## config.mk

```make
export PLATFORM = sky130hd
export DESIGN_NAME = mole_target_gen_flat
export DESIGN_NICKNAME = d
export VERILOG_FILES = /design/src/rtl/mole_target_gen_if.sv /design/src/rtl/mole_target_gen.sv /design/src/flat_wrapper.sv
export SDC_FILE = /design/constraint.sdc
export NUM_CORES = 1
export LEC_CHECK = 0
export BUFFER_PORTS_ARGS = -buffer_cell sky130_fd_sc_hd__clkbuf_2
export CAP_MARGIN = 20
export CORE_MARGIN = 2
export CORE_UTILIZATION = 24
export CTS_BUF_LIST = sky130_fd_sc_hd__clkbuf_16
export DETAILED_ROUTE_END_ITERATION = 8
export PLACE_DENSITY = 0.41
export SLEW_MARGIN = 25
export SYNTH_ARGS = -nofsm -noshare
export SYNTH_HDL_FRONTEND = slang
export SYNTH_SLANG_ARGS = --single-unit
```

## constraint.sdc

```tcl
create_clock -name clk -period 5.45 [get_ports clk]
set_input_delay 0.2725 -clock clk [delete_from_list [all_inputs] [get_ports clk]]
set_output_delay 0.2725 -clock clk [all_outputs]
set_load 0.05 [all_outputs]
```

## src/rtl/mole_target_gen_if.sv

```systemverilog
// Game-side bundle between the round sequencer and the rest of the switch-reaction game.
// The slave modport is the sequencer's view; master is the player/detector side.
interface mole_target_gen_if;
    logic       start;
    logic       hit;
    logic       miss;
    logic       freq;
    logic [7:0] random;
    logic [7:0] led;
    logic       round_active;
    logic [7:0] score;
    logic [7:0] misses;
    logic       game_over;

    modport slave (
        input  start, hit, miss,
        output freq, random, led, round_active, score, misses, game_over
    );

    modport master (
        output start, hit, miss,
        input  freq, random, led, round_active, score, misses, game_over
    );
endinterface

```

## src/rtl/mole_target_gen.sv

```systemverilog
// Round sequencer for the switch-reaction game: lights a pseudo-random LED each round,
// strobes the hit detector, scores its verdicts and signals game over after ROUNDS rounds.
module mole_target_gen #(
    parameter int unsigned WINDOW_CYCLES = 100000000,
    parameter int unsigned GAP_CYCLES    = 25000000,
    parameter int unsigned ROUNDS        = 16,
    parameter logic [7:0]  LFSR_SEED     = 8'hA5
) (
    input  logic             clk,
    input  logic             rst,
    mole_target_gen_if.slave bus
);
    localparam int unsigned WIN_W = $clog2(WINDOW_CYCLES);
    localparam int unsigned GAP_W = $clog2(GAP_CYCLES + 1);

    typedef enum logic [2:0] {
        S_IDLE   = 3'd0,
        S_GAP    = 3'd1,
        S_ARM    = 3'd2,
        S_ACTIVE = 3'd3,
        S_RESULT = 3'd4,
        S_DONE   = 3'd5
    } state_t;

    function automatic logic [7:0] lfsr_step(input logic [7:0] s);
        return {s[6:0], s[7] ^ s[5] ^ s[4] ^ s[3]};
    endfunction

    function automatic logic [7:0] sat_inc(input logic [7:0] v);
        return (v == 8'hFF) ? v : v + 8'd1;
    endfunction

    state_t           state_q;
    logic [7:0]       lfsr_q;
    logic [2:0]       prev_idx_q;
    logic [7:0]       round_cnt_q;
    logic [GAP_W-1:0] gap_cnt_q;
    logic [WIN_W-1:0] win_cnt_q;
    logic             freq_q;
    logic [7:0]       random_q;
    logic [7:0]       led_q;
    logic             round_active_q;
    logic [7:0]       score_q;
    logic [7:0]       misses_q;
    logic             game_over_q;

    logic [7:0]       lfsr_d;
    logic [2:0]       idx_d;
    logic [7:0]       round_cnt_d;
    logic             win_done_s;
    logic             verdict_s;

    assign lfsr_d      = lfsr_step(lfsr_q);
    // Never repeat the previous LED: bump to the neighbour on a collision.
    assign idx_d       = (lfsr_q[2:0] == prev_idx_q) ? (lfsr_q[2:0] + 3'd1) : lfsr_q[2:0];
    assign round_cnt_d = round_cnt_q + 8'd1;
    assign win_done_s  = (win_cnt_q == WIN_W'(WINDOW_CYCLES - 1));
    assign verdict_s   = bus.hit | bus.miss | win_done_s;

    // Round sequencer FSM with all game outputs registered.
    always_ff @(posedge clk or posedge rst) begin
        if (rst) begin
            state_q        <= S_IDLE;
            lfsr_q         <= LFSR_SEED;
            prev_idx_q     <= 3'd0;
            round_cnt_q    <= 8'd0;
            gap_cnt_q      <= {GAP_W{1'b0}};
            win_cnt_q      <= {WIN_W{1'b0}};
            freq_q         <= 1'b0;
            random_q       <= 8'd0;
            led_q          <= 8'd0;
            round_active_q <= 1'b0;
            score_q        <= 8'd0;
            misses_q       <= 8'd0;
            game_over_q    <= 1'b0;
        end else begin
            lfsr_q <= lfsr_d;
            freq_q <= 1'b0;
            case (state_q)
                S_IDLE, S_DONE: begin
                    if (bus.start) begin
                        score_q     <= 8'd0;
                        misses_q    <= 8'd0;
                        round_cnt_q <= 8'd0;
                        game_over_q <= 1'b0;
                        gap_cnt_q   <= GAP_W'(GAP_CYCLES - 1);
                        state_q     <= S_GAP;
                    end
                end
                S_GAP: begin
                    if (gap_cnt_q == {GAP_W{1'b0}}) begin
                        state_q <= S_ARM;
                    end else begin
                        gap_cnt_q <= gap_cnt_q - GAP_W'(1);
                    end
                end
                S_ARM: begin
                    freq_q         <= 1'b1;
                    random_q       <= 8'd1 << idx_d;
                    led_q          <= 8'd1 << idx_d;
                    round_active_q <= 1'b1;
                    prev_idx_q     <= idx_d;
                    win_cnt_q      <= {WIN_W{1'b0}};
                    state_q        <= S_ACTIVE;
                end
                S_ACTIVE: begin
                    // hit wins over miss; a timeout scores like a miss
                    if (bus.hit) begin
                        score_q <= sat_inc(score_q);
                    end else if (bus.miss || win_done_s) begin
                        misses_q <= sat_inc(misses_q);
                    end
                    if (verdict_s) begin
                        led_q          <= 8'd0;
                        round_active_q <= 1'b0;
                        state_q        <= S_RESULT;
                    end else begin
                        win_cnt_q <= win_cnt_q + WIN_W'(1);
                    end
                end
                S_RESULT: begin
                    round_cnt_q <= round_cnt_d;
                    if (round_cnt_d == 8'(ROUNDS)) begin
                        game_over_q <= 1'b1;
                        state_q     <= S_DONE;
                    end else begin
                        gap_cnt_q <= GAP_W'(GAP_CYCLES - 1);
                        state_q   <= S_GAP;
                    end
                end
                default: begin
                    state_q <= S_IDLE;
                end
            endcase
        end
    end

    assign bus.freq         = freq_q;
    assign bus.random       = random_q;
    assign bus.led          = led_q;
    assign bus.round_active = round_active_q;
    assign bus.score        = score_q;
    assign bus.misses       = misses_q;
    assign bus.game_over    = game_over_q;
endmodule

```

## src/flat_wrapper.sv

```systemverilog
// flat-port wrapper written by rule: the top's interface ports become plain ports
module mole_target_gen_flat 
#(
    parameter int unsigned WINDOW_CYCLES = 100000000,
    parameter int unsigned GAP_CYCLES    = 25000000,
    parameter int unsigned ROUNDS        = 16,
    parameter logic [7:0]  LFSR_SEED     = 8'hA5
)
  (clk, rst, bus_start, bus_hit, bus_miss, bus_freq, bus_random, bus_led, bus_round_active, bus_score, bus_misses, bus_game_over);
  mole_target_gen_if bus_i ();
  input  logic clk;
  input  logic rst;
  input wire logic [$bits(bus_i.start)-1:0] bus_start;
  input wire logic [$bits(bus_i.hit)-1:0] bus_hit;
  input wire logic [$bits(bus_i.miss)-1:0] bus_miss;
  output wire logic [$bits(bus_i.freq)-1:0] bus_freq;
  output wire logic [$bits(bus_i.random)-1:0] bus_random;
  output wire logic [$bits(bus_i.led)-1:0] bus_led;
  output wire logic [$bits(bus_i.round_active)-1:0] bus_round_active;
  output wire logic [$bits(bus_i.score)-1:0] bus_score;
  output wire logic [$bits(bus_i.misses)-1:0] bus_misses;
  output wire logic [$bits(bus_i.game_over)-1:0] bus_game_over;
  assign bus_i.start = bus_start;
  assign bus_i.hit = bus_hit;
  assign bus_i.miss = bus_miss;
  assign bus_freq = bus_i.freq;
  assign bus_random = bus_i.random;
  assign bus_led = bus_i.led;
  assign bus_round_active = bus_i.round_active;
  assign bus_score = bus_i.score;
  assign bus_misses = bus_i.misses;
  assign bus_game_over = bus_i.game_over;
  mole_target_gen #(.WINDOW_CYCLES(WINDOW_CYCLES), .GAP_CYCLES(GAP_CYCLES), .ROUNDS(ROUNDS), .LFSR_SEED(LFSR_SEED)) u_core (.clk(clk), .rst(rst), .bus(bus_i));
endmodule
```

==> run summary <==
Critical R2R Launch - u_core.state_q[2]
ANT nets after route - 0
Area added between synthesis and finish - 13.58%
WP data arrival - 3.25 ns
Psw - 0.9262 mW
Min Clock Period, post-route - 2.968 ns
Worst Setup SP - u_core.state_q[2]
Post-CTS Setup Repair Bufs - 0
Iteration-0 DRC Markers - 196
Post-synth EDFFs - 0
Max VDD drop - 0.1500 mV
Final Setup Violations - 0
Setup TNS - 0 ns
Syn_area_per_cell - 9.812 um2
Final Cycle Share - 54.46%
IO Port Bufs - 39
Initial Util - 24.29%
Fillers - 2337
Core ar. - 0.02250 mm2
Cell Area, Placed - 0.005906 mm2
Syn Inst Count - 557
# DRC - 0
Leading cell type in the layout, fill and taps excluded - dfrtp_1
FF+latch count, synth - 109
Resized cells post-CTS - 0
Die height - 154.9 um
DP Wirelength - 8.632 mm
CTS Sinks - 109
Power per Cell Area - 379.4 mW/mm2
Worst Setup Slack, final - 2.482 ns
Most frequent cells in the layout - dfrtp_1 (105), nand2_1 (58), nor2_1 (56), o21ai_0 (42), clkbuf_2 (39)
Antenna violations before repair - 0
Fin. max-slew vios - 0
Routed length per instance - 14.61 um
Max-slew headroom - 37.98%
Ys async rst share - 100.0%
Fraction of power spent switching nets - 39.33%
Slack of the worst reg-to-reg path - 2.48 ns
Final Hold Slack - -0.004077 ns
Via count - 4148
DR pass1 iterations - 4
Setup CP Type - reg2reg
CTS tree - built
Post-place setup slack - 2.424 ns
Largest net degree at the start of global routing - 61
I/O Pins - 40
Post-Syn Nets - 570
Worst hold path class - in2async
CTS max path bufs - 2
Worst path required time - 5.74 ns
First-pass GRT wire length - 21.51 mm
Final Hold Fails - 8
Combinational power share - 30.0%
Total die area - 0.02400 mm2
Hold-fix buffers, CTS - 0
Status - finished with violations
Crit start category - flop
Antenna cells - 0
Synth Cell Area - 0.005465 mm2
F_max - 336.9 MHz
R2r worst-path depth - 5
Vias in the first global route - 4117
Internal power - 1.428 mW
Max Cap Viol - 0
Crit. End Element - flop
Failing checks - hold timing
Clk_lat worst skew - 0.35 ns
Yosys Warn Count - 0
Num CTS Buffers - 9
Lkg Pwr - 2.697 nW
RD Place Congestion - 0.7552
CTS clock-pin slew for the worst setup and hold paths - 0.08 ns
Root Buffer - clkbuf_16
Post-layout nets - 598
Final WL - 12.78 mm
Ys flop type - dfrtp_1
Die X - 154.9 um
Share of cells above drive strength 1 - 13.22%
CTS H-tree lvls - 3
Reg-to-Reg End - u_core.bus.led[2]
Critical Path Fanout Max - 27
Row count - 55
Final Skew - 0.01130 ns
GRT Residual Overflow - 0
Post-route cell area - 0.006207 mm2
Clock share of power - 28.6%
Worst-margin pin slew - 0.9293 ns
Sequential share of power - 41.4%
Global-route usage over all layers - 11.14%
RSZ-0062 raised after global routing - false
Netlist cell types - 67
Via density - 4.741
Register area share after synthesis - 50.00%
## layer usage
metal	GRT usage, %	up-vias	part of all wire, %
met4	2.778	0	1.0
met3	2.702	9	3.3
li1	-	2061	-
met2	17.88	49	46
met5	0	-	0
met1	15.16	2029	50
## cells by family (layout without fill, tap and decap cells)
kind of cell,after synthesis,in the layout,synth area share (%)
simple gates,236,236,22.07
compound gates,127,127,16.14
flops,109,109,50.00
xor+xnor,38,38,6.090
buf+inv,35,68,3.113
fa+ha+maj,8,8,1.832
mux,4,4,0.7555
## critical path, cell delays in order (launching register included)
cell	delay, ns
dfrtp_1	0.49
nor2_1	0.09
nand2_1	0.52
clkinv_1	0.87
nor2_1	0.72
a22o_1	0.21
## synth_stat cells (9+ instances only)
library cell / instances / share of area [%]
nand3_1: 27 / 2.5
xor2_1: 26 / 4.2
nand2_1: 58 / 4.0
clkbuf_1: 15 / 1.0
and3_1: 13 / 1.5
a21oi_1: 22 / 2.0
nor2_1: 56 / 3.8
a32o_1: 9 / 1.6
a31oi_1: 12 / 1.4
nor3_1: 17 / 1.6
xnor2_1: 12 / 1.9
o21ai_0: 42 / 3.8
inv_1: 10 / 0.69
a22o_1: 13 / 2.1
dfrtp_1: 105 / 48
## power groups by stage
stage	clock, mW	combinational (mW)	sequential, mW
after global placement	0	0.708	0.983
after global routing	0.733	0.791	0.991
final	0.673	0.707	0.974
after floorplan	0	0.498	1.06
after detailed placement	0	0.715	0.989
after CTS	0.704	0.720	0.974
## area by class of cell
class	count	area (um2)	share of cell area (%)
multi-input cells	413	2562	41.28
clock inverters	7	76.32	1.230
inverters	11	43.79	0.7055
well taps	285	356.6	5.745
repair buffers	41	210.2	3.386
flip-flops and latches	109	2733	44.02
clock buffers	9	225.2	3.628
## flip-flops by register name, summed over array words and instances, names as in the netlist
register / count
u_core.win_cnt_q: 27
u_core.gap_cnt_q: 25
u_core.bus.led: 8
u_core.bus.misses: 8
u_core.bus.random: 8
u_core.bus.score: 8
u_core.lfsr_q: 8
u_core.round_cnt_q: 8
u_core.prev_idx_q: 3
u_core.state_q: 3
u_core.bus.freq: 1
u_core.bus.game_over: 1
u_core.bus.round_active: 1
## how the worst max path moves through the flow
| stage | to | slack, ns | cells past startpoint |
|---|---|---|---|
| global route | u_core.bus.led[6] | 2.19 | 5 |
| finish | u_core.bus.led[2] | 2.48 | 5 |
| detailed placement | u_core.bus.led[2] | 2.42 | 5 |
| global placement | u_core.bus.led[3] | 2.59 | 5 |
| CTS | u_core.bus.led[2] | 2.37 | 5 |
| floorplan | u_core.bus.freq | 2.31 | 1 |
## stage by stage
| stage | util, % | power [mW] | cells |
|---|---|---|---|
| after floorplan | - | 1.560 | 557 |
| after global placement | 26.24 | 1.691 | 859 |
| after detailed placement | 26.24 | 1.704 | 859 |
| after CTS | 27.58 | 2.397 | 875 |
| after global routing | 27.58 | 2.515 | 875 |
| final | 27.58 | 2.355 | 875 |
Note: power is estimated with default switching activity, not from simulation.
